<file path="src/rtl/usb_tx_pkg.sv">
// ---------------------------------------------------------------------------
// usb_tx_pkg
// Shared definitions for the USB transmit path (bit stuffer, NRZI encoder).
//   tx_state_e    : bit stuffer sequencing states
//   USB_STUFF_LEN : run of consecutive data 1s that forces a stuff 0
// ---------------------------------------------------------------------------
package usb_tx_pkg;

  localparam int USB_STUFF_LEN = 6;

  typedef enum logic {
    IDLE = 1'b0,
    SEND = 1'b1
  } tx_state_e;

endpackage

</file>
<file path="src/rtl/usb_bit_stuffer.sv">
// ---------------------------------------------------------------------------
// usb_bit_stuffer
// Serializes bytes LSB-first and inserts a 0 after every STUFF_LEN
// consecutive data 1s. Feeds the NRZI encoder (bit_out -> curr_bit,
// bit_valid -> start_encoding). One bit slot per bit_en strobe.
//
// Ports
//   clk, rst     : clock, asynchronous active-high reset
//   bit_en       : bit-rate strobe, one bit slot per high cycle
//   byte_in      : byte to send (LSB first)
//   byte_valid   : byte_in / byte_last valid
//   byte_last    : final byte of the packet
//   byte_ready   : holding register empty (combinational decode of a flop)
//   bit_out      : serial bit
//   bit_valid    : a packet bit is on bit_out
//   stuff_flag   : bit_out is an inserted stuff bit
//   underrun     : one-clock pulse when a slot found no data mid-packet
// ---------------------------------------------------------------------------
module usb_bit_stuffer
  import usb_tx_pkg::*;
#(
  parameter int STUFF_LEN = USB_STUFF_LEN
) (
  input  logic       clk,
  input  logic       rst,
  input  logic       bit_en,
  input  logic [7:0] byte_in,
  input  logic       byte_valid,
  input  logic       byte_last,
  output logic       byte_ready,
  output logic       bit_out,
  output logic       bit_valid,
  output logic       stuff_flag,
  output logic       underrun
);

  localparam int                CNT_W     = $clog2(STUFF_LEN + 1);
  localparam logic [CNT_W-1:0]  STUFF_CNT = CNT_W'(STUFF_LEN);

  tx_state_e        state;
  logic [7:0]       hold_data;
  logic             hold_last;
  logic             hold_full;
  logic [7:0]       shift_reg;
  logic             shift_last;
  logic [2:0]       bit_idx;
  logic [CNT_W-1:0] ones_cnt;
  logic [2:0]       nxt_idx;

  assign byte_ready = !hold_full;
  assign nxt_idx    = bit_idx + 3'd1;

  // Ones run after emitting data bit b: a 1 extends the run, a 0 breaks it.
  function automatic logic [CNT_W-1:0] next_ones(input logic b,
                                                 input logic [CNT_W-1:0] cnt);
    return b ? cnt + CNT_W'(1) : '0;
  endfunction

  // NOTE: all state here uses non-blocking assignments so every flop samples
  // the pre-edge values of the others; blocking would make the ones counter
  // and the shift index see this edge's updates and skew the bit stream.
  always_ff @(posedge clk or posedge rst) begin
    if (rst) begin
      // NOTE: the data registers are reset along with the control flags so a
      // packet cut short by reset leaves nothing behind to be resent.
      state      <= IDLE;
      hold_data  <= '0;
      hold_last  <= 1'b0;
      hold_full  <= 1'b0;
      shift_reg  <= '0;
      shift_last <= 1'b0;
      bit_idx    <= '0;
      ones_cnt   <= '0;
      bit_out    <= 1'b0;
      bit_valid  <= 1'b0;
      stuff_flag <= 1'b0;
      underrun   <= 1'b0;
    end else begin
      underrun <= 1'b0;

      // Capture is independent of bit_en. It can never coincide with a load
      // because a load needs hold_full=1 and capture needs hold_full=0.
      if (byte_valid && byte_ready) begin
        hold_data <= byte_in;
        hold_last <= byte_last;
        hold_full <= 1'b1;
      end

      if (bit_en) begin
        case (state)
          IDLE: begin
            if (hold_full) begin
              state      <= SEND;
              shift_reg  <= hold_data;
              shift_last <= hold_last;
              hold_full  <= 1'b0;
              bit_idx    <= '0;
              bit_out    <= hold_data[0];
              bit_valid  <= 1'b1;
              stuff_flag <= 1'b0;
              ones_cnt   <= next_ones(hold_data[0], '0);
            end
          end

          SEND: begin
            if (ones_cnt == STUFF_CNT) begin
              // Stuff has priority even after the final data bit, so a run
              // ending the packet is still closed before bit_valid drops.
              bit_out    <= 1'b0;
              stuff_flag <= 1'b1;
              ones_cnt   <= '0;
            end else if (bit_idx != 3'd7) begin
              bit_idx    <= nxt_idx;
              bit_out    <= shift_reg[nxt_idx];
              stuff_flag <= 1'b0;
              ones_cnt   <= next_ones(shift_reg[nxt_idx], ones_cnt);
            end else if (shift_last) begin
              state      <= IDLE;
              shift_last <= 1'b0;
              bit_out    <= 1'b0;
              bit_valid  <= 1'b0;
              stuff_flag <= 1'b0;
              ones_cnt   <= '0;
            end else if (hold_full) begin
              // Back-to-back byte: the ones run carries across the boundary.
              shift_reg  <= hold_data;
              shift_last <= hold_last;
              hold_full  <= 1'b0;
              bit_idx    <= '0;
              bit_out    <= hold_data[0];
              stuff_flag <= 1'b0;
              ones_cnt   <= next_ones(hold_data[0], ones_cnt);
            end else begin
              state      <= IDLE;
              shift_last <= 1'b0;
              bit_out    <= 1'b0;
              bit_valid  <= 1'b0;
              stuff_flag <= 1'b0;
              ones_cnt   <= '0;
              underrun   <= 1'b1;
            end
          end

          default: state <= IDLE;
        endcase
      end
    end
  end

endmodule

</file>
<file path="config.mk">
export PLATFORM = sky130hd
export DESIGN_NAME = usb_bit_stuffer
export DESIGN_NICKNAME = d
export VERILOG_FILES = /design/src/rtl/usb_tx_pkg.sv /design/src/rtl/usb_bit_stuffer.sv
export SDC_FILE = /design/constraint.sdc
export NUM_CORES = 1
export LEC_CHECK = 0
export CAP_MARGIN = 20
export CELL_PAD_IN_SITES_DETAIL_PLACEMENT = 0
export CELL_PAD_IN_SITES_GLOBAL_PLACEMENT = 1
export CORE_ASPECT_RATIO = 1.75
export CORE_UTILIZATION = 29
export CTS_BUF_LIST = sky130_fd_sc_hd__clkbuf_8 sky130_fd_sc_hd__clkbuf_16
export DETAILED_ROUTE_END_ITERATION = 8
export HOLD_SLACK_MARGIN = 0.1
export MAX_ROUTING_LAYER = met4
export PLACE_DENSITY = 0.56
export SLEW_MARGIN = 10
export SYNTH_ARGS = -nofsm -noshare
export SYNTH_HDL_FRONTEND = slang
export SYNTH_SLANG_ARGS = --single-unit
export TNS_END_PERCENT = 1
</file>
<file path="constraint.sdc">
create_clock -name clk -period 4.1 [get_ports clk]
set_input_delay 0.615 -clock clk [delete_from_list [all_inputs] [get_ports clk]]
set_output_delay 0.615 -clock clk [all_outputs]
set_load 0.02 [all_outputs]
</file>
==> impl_metrics.xml <==
<?xml version="1.0" encoding="UTF-8"?>
<metrics>
  <group name="cts">
    <metric name="cts_sinks" unit="">30</metric>
    <metric name="post-cts-setup-buffers" unit="">0</metric>
    <metric name="tritoncts" unit="">built</metric>
    <metric name="cts_htree_levels" unit="">2</metric>
    <metric name="cts-buffers-inserted" unit="">5</metric>
    <metric name="clk-insertion-delay-late" unit="ns">0.28</metric>
    <metric name="cts-hold-fix-buffers" unit="">0</metric>
    <metric name="cts.clk_slew.worst_paths" unit="ns">0.06</metric>
    <metric name="cts_resized" unit="">0</metric>
    <metric name="clock_path_buffers" unit="">2</metric>
    <metric name="ctsRootBufferMaster" unit="">sky130_fd_sc_hd__clkbuf_8</metric>
  </group>
  <group name="synth">
    <metric name="synth_async_sr_flop_share" unit="">1.000</metric>
    <metric name="netlist_instances" unit="">123</metric>
    <metric name="synth_seq_area_share" unit="">0.5168</metric>
    <metric name="synth.ff_latch_count" unit="">30</metric>
    <metric name="synth.cells.most_frequent" unit="">sky130_fd_sc_hd__dfrtp_1, sky130_fd_sc_hd__nand2_1, sky130_fd_sc_hd__mux2_2</metric>
    <metric name="post-synth-top-count-cell" unit="">sky130_fd_sc_hd__dfrtp_1</metric>
    <metric name="postSynth.topFlopCell" unit="">sky130_fd_sc_hd__dfrtp_1</metric>
    <metric name="mappedNetlistArea" unit="sq mm">0.001453</metric>
    <metric name="yosysTopAreaCellShare" unit="">0.5168</metric>
    <metric name="netlist-cell-type-count" unit="">34</metric>
    <metric name="syn_area_per_cell" unit="sq um">11.81</metric>
    <metric name="synth_nets" unit="">140</metric>
    <metric name="edff_count_synth" unit="">0</metric>
    <metric name="synth_area_leader_cell" unit="">sky130_fd_sc_hd__dfrtp_1</metric>
    <metric name="synth.area.top_cells" unit="">sky130_fd_sc_hd__dfrtp_1, sky130_fd_sc_hd__mux2_2, sky130_fd_sc_hd__nand2_1</metric>
    <metric name="yosysWarnings" unit="">0</metric>
  </group>
  <group name="grt">
    <metric name="antenna_found_initial" unit="">0</metric>
    <metric name="groute.usage.overall" unit="">0.1251</metric>
    <metric name="grt_max_degree" unit="">21</metric>
    <metric name="number_of_global_route_vias_before_repair" unit="">1092</metric>
    <metric name="grt_remaining_overflow" unit="">0</metric>
    <metric name="grt_first_pass_wirelength" unit="um">4940</metric>
  </group>
  <group name="sta">
    <metric name="total_negative_setup_slacks" unit="ns">0</metric>
    <metric name="worstMarginPinSlew" unit="ns">0.7725</metric>
    <metric name="final.setup_skew" unit="ns">0.005316</metric>
    <metric name="setup_viol" unit="">0</metric>
    <metric name="report.final.slew_viol_count" unit="">0</metric>
    <metric name="slew_headroom" unit="">0.4840</metric>
    <metric name="rsz0062_at_grt" unit="">no</metric>
    <metric name="timing.fmax" unit="MHz">447.5</metric>
    <metric name="post-route-period-util" unit="">0.5450</metric>
    <metric name="hold_violations" unit="">0</metric>
    <metric name="timing.final.crit_period" unit="ns">2.234</metric>
  </group>
  <group name="status">
    <metric name="outcome" unit="">complete, no violations</metric>
  </group>
  <group name="layout">
    <metric name="multi_input_area" unit="sq um">649.4</metric>
    <metric name="drive_gt1_frac" unit="">0.2222</metric>
    <metric name="ff_latch_area" unit="sq um">750.7</metric>
    <metric name="fin_cells" unit="">196</metric>
    <metric name="syn2layout_area_growth" unit="%">21.71</metric>
    <metric name="layout.filler_cells" unit="">475</metric>
    <metric name="nets" unit="">161</metric>
    <metric name="num_antenna_cells" unit="">0</metric>
  </group>
  <group name="critical_path">
    <metric name="path_max_fanout" unit="">11</metric>
    <metric name="worst_path_max_delay_cell" unit="">sky130_fd_sc_hd__clkdlybuf4s50_1</metric>
    <metric name="crit_arrival" unit="ns">1.62</metric>
    <metric name="crit_path_cell_trace" unit="">inv_1, clkdlybuf4s50_1</metric>
    <metric name="crit_path_start_kind" unit="">register</metric>
    <metric name="critical_path.top_delay_family" unit="">buffers and inverters</metric>
    <metric name="worst_path_largest_cell_delay" unit="ns">0.62</metric>
    <metric name="cp_num_buf_inv" unit="">2</metric>
    <metric name="setup.worst_path.class" unit="">register to primary output</metric>
    <metric name="worst-endpoint-required" unit="ns">3.48</metric>
    <metric name="cp-end-kind" unit="">primary output</metric>
  </group>
  <group name="placed_design">
    <metric name="placedCellCount" unit="">189</metric>
    <metric name="placement.io_buffers" unit="">17</metric>
    <metric name="place.detailed.hpwl" unit="um">2109</metric>
    <metric name="gp_congestion" unit="">0.7627</metric>
  </group>
  <group name="routing">
    <metric name="drt_first_pass_iters" unit="">4</metric>
    <metric name="drtIter0Drc" unit="">14</metric>
    <metric name="totalWireLength" unit="um">2756</metric>
    <metric name="dr_total_vias" unit="">971</metric>
    <metric name="detail_route.wl_per_cell" unit="um">14.06</metric>
    <metric name="final_antenna_net_count" unit="">0</metric>
    <metric name="routed_via_density" unit="">4.954</metric>
    <metric name="drc_errors" unit="">0</metric>
  </group>
  <group name="floorplan">
    <metric name="die_area" unit="sq mm">0.005307</metric>
    <metric name="placement_rows" unit="">33</metric>
    <metric name="start_util" unit="">0.3059</metric>
    <metric name="chip_height" unit="um">95.63</metric>
    <metric name="io_pins" unit="">18</metric>
    <metric name="design.core.area" unit="sq mm">0.004748</metric>
    <metric name="die_width" unit="um">55.50</metric>
  </group>
  <group name="power_and_ir_drop">
    <metric name="ir_drop" unit="mV">0.3059</metric>
    <metric name="cellPowerDensity" unit="mW/mm^2">704.3</metric>
    <metric name="power.leakage" unit="uW">0.0007946</metric>
  </group>
  <group name="job">
    <metric name="cap_viol_max_count" unit="">0</metric>
  </group>
  <group name="worst_hold_path">
    <metric name="holdCritPathClass" unit="">register to register</metric>
  </group>
</metrics>
-- power breakdown --
part           switching (uW)  total [uW]  internal (uW)
registers                 109         537            428
logic                     224         487            263
clock network             108         221            114
-- worst paths after layout --
check	from	to	slack, ns	cells past startpoint
hold reg to reg	stuff_flag$_DFFE_PP0P_	stuff_flag$_DFFE_PP0P_	0.48	2
min in group asynchronous	rst	hold_data[6]$_DFFE_PP0P_	0.66	2
max in group asynchronous	rst	bit_out$_DFFE_PP0P_	2.87	4
setup / recovery	hold_full$_DFF_PP0_	byte_ready	1.87	2
setup reg to reg	bit_idx[0]$_DFFE_PP0P_	shift_reg[5]$_DFFE_PP0P_	2.16	6
hold / removal	stuff_flag$_DFFE_PP0P_	stuff_flag$_DFFE_PP0P_	0.48	2
-- layer usage --
metal | up-vias | GRT usage | share of wire | wire length, um
met5 | - | - | 0 | 0
met4 | 0 | 0.06250 | 0.021 | 59
met3 | 8 | 0.03256 | 0.033 | 90
met2 | 17 | 0.2159 | 0.54 | 1488
met1 | 467 | 0.1319 | 0.41 | 1118
li1 | 479 | - | - | -
-- cells in the final DEF (no fill, tap or decap), drive strengths merged --
| master | count |
|---|---|
| clkinv | 2 |
| a21oi | 4 |
| a21bo | 1 |
| ha | 4 |
| a32o | 2 |
| o21a | 2 |
| nand2b | 2 |
| nor2b | 1 |
| nand4 | 1 |
| o21ai | 8 |
| mux2 | 16 |
| mux2i | 4 |
| nand2 | 17 |
| inv | 5 |
| a41o | 1 |
| and3 | 1 |
| o32ai | 1 |
| o31ai | 1 |
| dfrtp | 30 |
| clkbuf | 5 |
| nor4b | 1 |
| a21o | 2 |
| nand3b | 3 |
| buf | 2 |
| nor2 | 3 |
| a2bb2oi | 1 |
| o311ai | 1 |
| nand3 | 4 |
| a31oi | 2 |
| clkdlybuf4s50 | 17 |
-- cell families after synthesis --
family                     Yosys count  synth area share
adders and majority gates            4           0.03445
AOI/OAI and AO/OA                   26            0.1326
DFF                                 30            0.5168
buffers and inverters               10           0.03618
and+or+nand+nor                     33            0.1206
muxes                               20            0.1593
-- worst min-delay path: stages (launching register included) --
cell and delay (ns):
sky130_fd_sc_hd__dfrtp_1 0.34, sky130_fd_sc_hd__nand2_1 0.04, sky130_fd_sc_hd__o21ai_0 0.06
-- metrics by stage --
| stage | power [uW] | util | cell area, sq um | worst slack, ns | hold WS [ns] |
|---|---|---|---|---|---|
| 2_1_floorplan | 916.2 | - | 1453 | 2.456 | 0.4698 |
| 3_3_place_gp | 1020 | 0.3499 | 1662 | 1.808 | 0.4697 |
| 3_5_place_dp | 1040 | 0.3557 | 1689 | 1.762 | 0.4816 |
| 4_1_cts | 1267 | 0.3723 | 1768 | 1.864 | 0.4956 |
| 5_1_grt | 1352 | 0.3723 | 1768 | 1.822 | 0.5293 |
| 6_report | 1245 | 0.3723 | 1768 | 1.866 | 0.4827 |
-- area by class of cell --
class / instances / area share
Sequential cell: 30 / 0.4246
Multi-Input combinational cell: 83 / 0.3673
Timing Repair Buffer: 19 / 0.1161
Clock buffer: 5 / 0.03892
Tap cell: 52 / 0.03680
Inverter: 5 / 0.01062
Clock inverter: 2 / 0.005662
Power figures use the tool's default switching activity.
==> RTL change (same settings) <==
`USB_STUFF_LEN`: 6 -> 7.
--- a/src/rtl/usb_tx_pkg.sv
+++ b/src/rtl/usb_tx_pkg.sv
@@ -7,5 +7,5 @@
 package usb_tx_pkg;
 
-  localparam int USB_STUFF_LEN = 6;
+  localparam int USB_STUFF_LEN = 7;
 
   typedef enum logic {
Formal check against the unedited RTL: not equivalent (a bounded check fails within 10 cycles, from zero or initial values and one cycle with rst high).
==> RTL change against the original RTL <==
Final area fell by 0.99%. Critical path type is now reg -> reg. Sequential cell count stayed put. Setup slack got worse by 0.033 ns. Routed wire length is 2.0% higher. Maximum frequency is 1.4% lower. Largest power group unchanged. Power decreased by 3.1%. Area after synthesis shrank 2.9%.
==> RTL change: results (changes against the original RTL) <==
Outcome
  • Status: finished, final reports clean

Synthesis
  • Synth unique cells: 31 (-8.8%)
  • Ys flop type: dfrtp_1
  • Async SR Flop Fraction: 1.00 (unchanged)
  • Most frequent cells after synthesis: 30 x dfrtp_1, 17 x mux2_2, 10 x o21ai_0
  • Syn_area_per_cell: 11.7 um^2 (-1.3%)
  • Syn nets: 138 (-1.4%)
  • Ys Warns: 0 (unchanged)
  • Post-synthesis sequential area ratio: 0.532 (+0.0156)
  • Main area contributors after synthesis: dfrtp_1 53%, mux2_2 14%, ha_1 3.5%

CTS
  • CTS resizes: 0 (unchanged)
  • Clk slew on worst S/H paths: 0.06 ns (about the same)
  • CTS Buffer Depth: 2 (unchanged)
  • Insertion delay of the later-clocked pin in the worst-skew pair: 0.28 ns (about the same)
  • CTS Buf Count: 5 (unchanged)
  • H-Tree Depth: 2 (unchanged)
  • CTS Root Buffer Type: clkbuf_8
  • Post-CTS Setup Inserts: 0 (unchanged)

Global routing
  • Initial antenna violation count: 0 (unchanged)
  • Vias in the first global route: 1026 (-6.0%)
  • Global-route wire length before repair: 4.81 mm (-2.7%)
  • Largest net degree at the start of global routing: 20 (-4.8%)
  • GRT Resource Usage Total: 0.136 (+0.0108)

Placement
  • Port Buffers: 17 (unchanged)
  • Placed Area: 1660 um^2 (-1.8%)
  • Placed instance count: 187 (-1.1%)
  • DP Wirelength: 2.07 mm (-1.9%)
  • RD Place Congestion: 0.728 (-4.5%)

Cells and area
  • Final Net Count: 159 (-1.2%)
  • Ant diodes: 0 (unchanged)
  • Layout cells sized above 1: 0.196 (-0.0264)
  • Fill count: 495 (+4.2%)

Timing
  • Hold slack: 0.488 ns (+0.00561 ns)
  • Tightest Pin Transition: 0.832 ns (+0.0599 ns)
  • Worst Skew: 0.00576 ns (+0.000442 ns)

Routing
  • Via count: 961 (-1.0%)
  • WL per Instance: 14.4 um (+2.5%)
  • Starting DRC count in detailed routing: 12 (-2)
  • DR pass1 iterations: 4 (unchanged)
  • Final WL: 2.81 mm (+2.0%)

Power and ir drop
  • Leak: 0.760 nW (-4.3%)
  • Worst vdd ir: 0.000288 V (-5.8%)
  • Clk power: 0.243 mW (+10%)
  • Power Total: 1.21 mW (-3.1%)
  • Sequential share of power: 0.442 (+0.011)
  • Sw frac: 0.341 (-0.0129)

Worst hold path
  • Hold Path End: ones_cnt[1]
  • Hold Path Cell Cnt: 2 (unchanged)
  • Hold WC Path Type: reg -> reg
  • Worst hold start: ones_cnt[1]

Worst setup path
  • Critical Path AT: 2.43 ns (+0.81 ns)
  • CP max stage delay: 0.52 ns (-0.10 ns)
  • R2R Setup Slk: 1.83 ns (-0.33 ns)
  • Max stage delay cell, worst path: dfrtp_1
  • FF-to-FF End: shift_reg[0]
  • FF-to-FF path depth: 5 (-1)
  • Worst-path maximum fanout: 9 (-2)
  • RR Startpoint: bit_idx[0]
  • CP delay by family, top: flip-flops
-- RTL change: changes by cell type after synthesis, sizes merged, moves of 2 or more --
cell,delta
nand3b,-3
buf,-3
o21ai,+3
a22o,+3
nand2,-8
nand3,-3
nor2b,+4
clkbuf,+3
a21o,-2
a21oi,+2
-- RTL change: layer usage --
metal  vias to the layer above  share of wire  track usage
met5                         -              0            -
met4                         0          0.020       0.0577
met3                         5          0.040       0.0437
met2                        22           0.53        0.214
met1                       462           0.41        0.152
li1                        472              -            -
-- RTL change: kinds of logic after synthesis --
| family | Yosys count | share of synthesized area |
|---|---|---|
| buffers and inverters | 11 | 0.0311 |
| adders and majority gates | 4 | 0.0355 |
| and+or+nand+nor | 27 | 0.106 |
| muxes | 21 | 0.164 |
| DFF | 30 | 0.532 |
| AOI/OAI and AO/OA | 28 | 0.131 |
-- RTL change: layout make-up --
cell class | count | area (um^2) | area share
Timing Repair Buffer | 19 | 205 | 0.117
Multi-Input combinational cell | 80 | 616 | 0.352
Tap cell | 52 | 65.1 | 0.0372
Inverter | 6 | 22.5 | 0.0129
Sequential cell | 30 | 751 | 0.429
Clock buffer | 6 | 82.6 | 0.0472
Clock inverter | 2 | 8.76 | 0.00500
-- RTL change: how the worst max path moves through the flow --
| stage | startpoint | slack, ns | cells past startpoint | end |
|---|---|---|---|---|
| global route | bit_idx[0] | 1.71 | 5 | shift_reg[0] |
| detailed placement | byte_valid | 1.76 | 3 | hold_data[1] |
| floorplan | ones_cnt[0] | 2.17 | 5 | shift_reg[0] |
| CTS | bit_idx[0] | 1.78 | 5 | shift_reg[0] |
| finish | bit_idx[0] | 1.83 | 5 | shift_reg[0] |
| global placement | byte_valid | 1.81 | 3 | hold_data[6] |
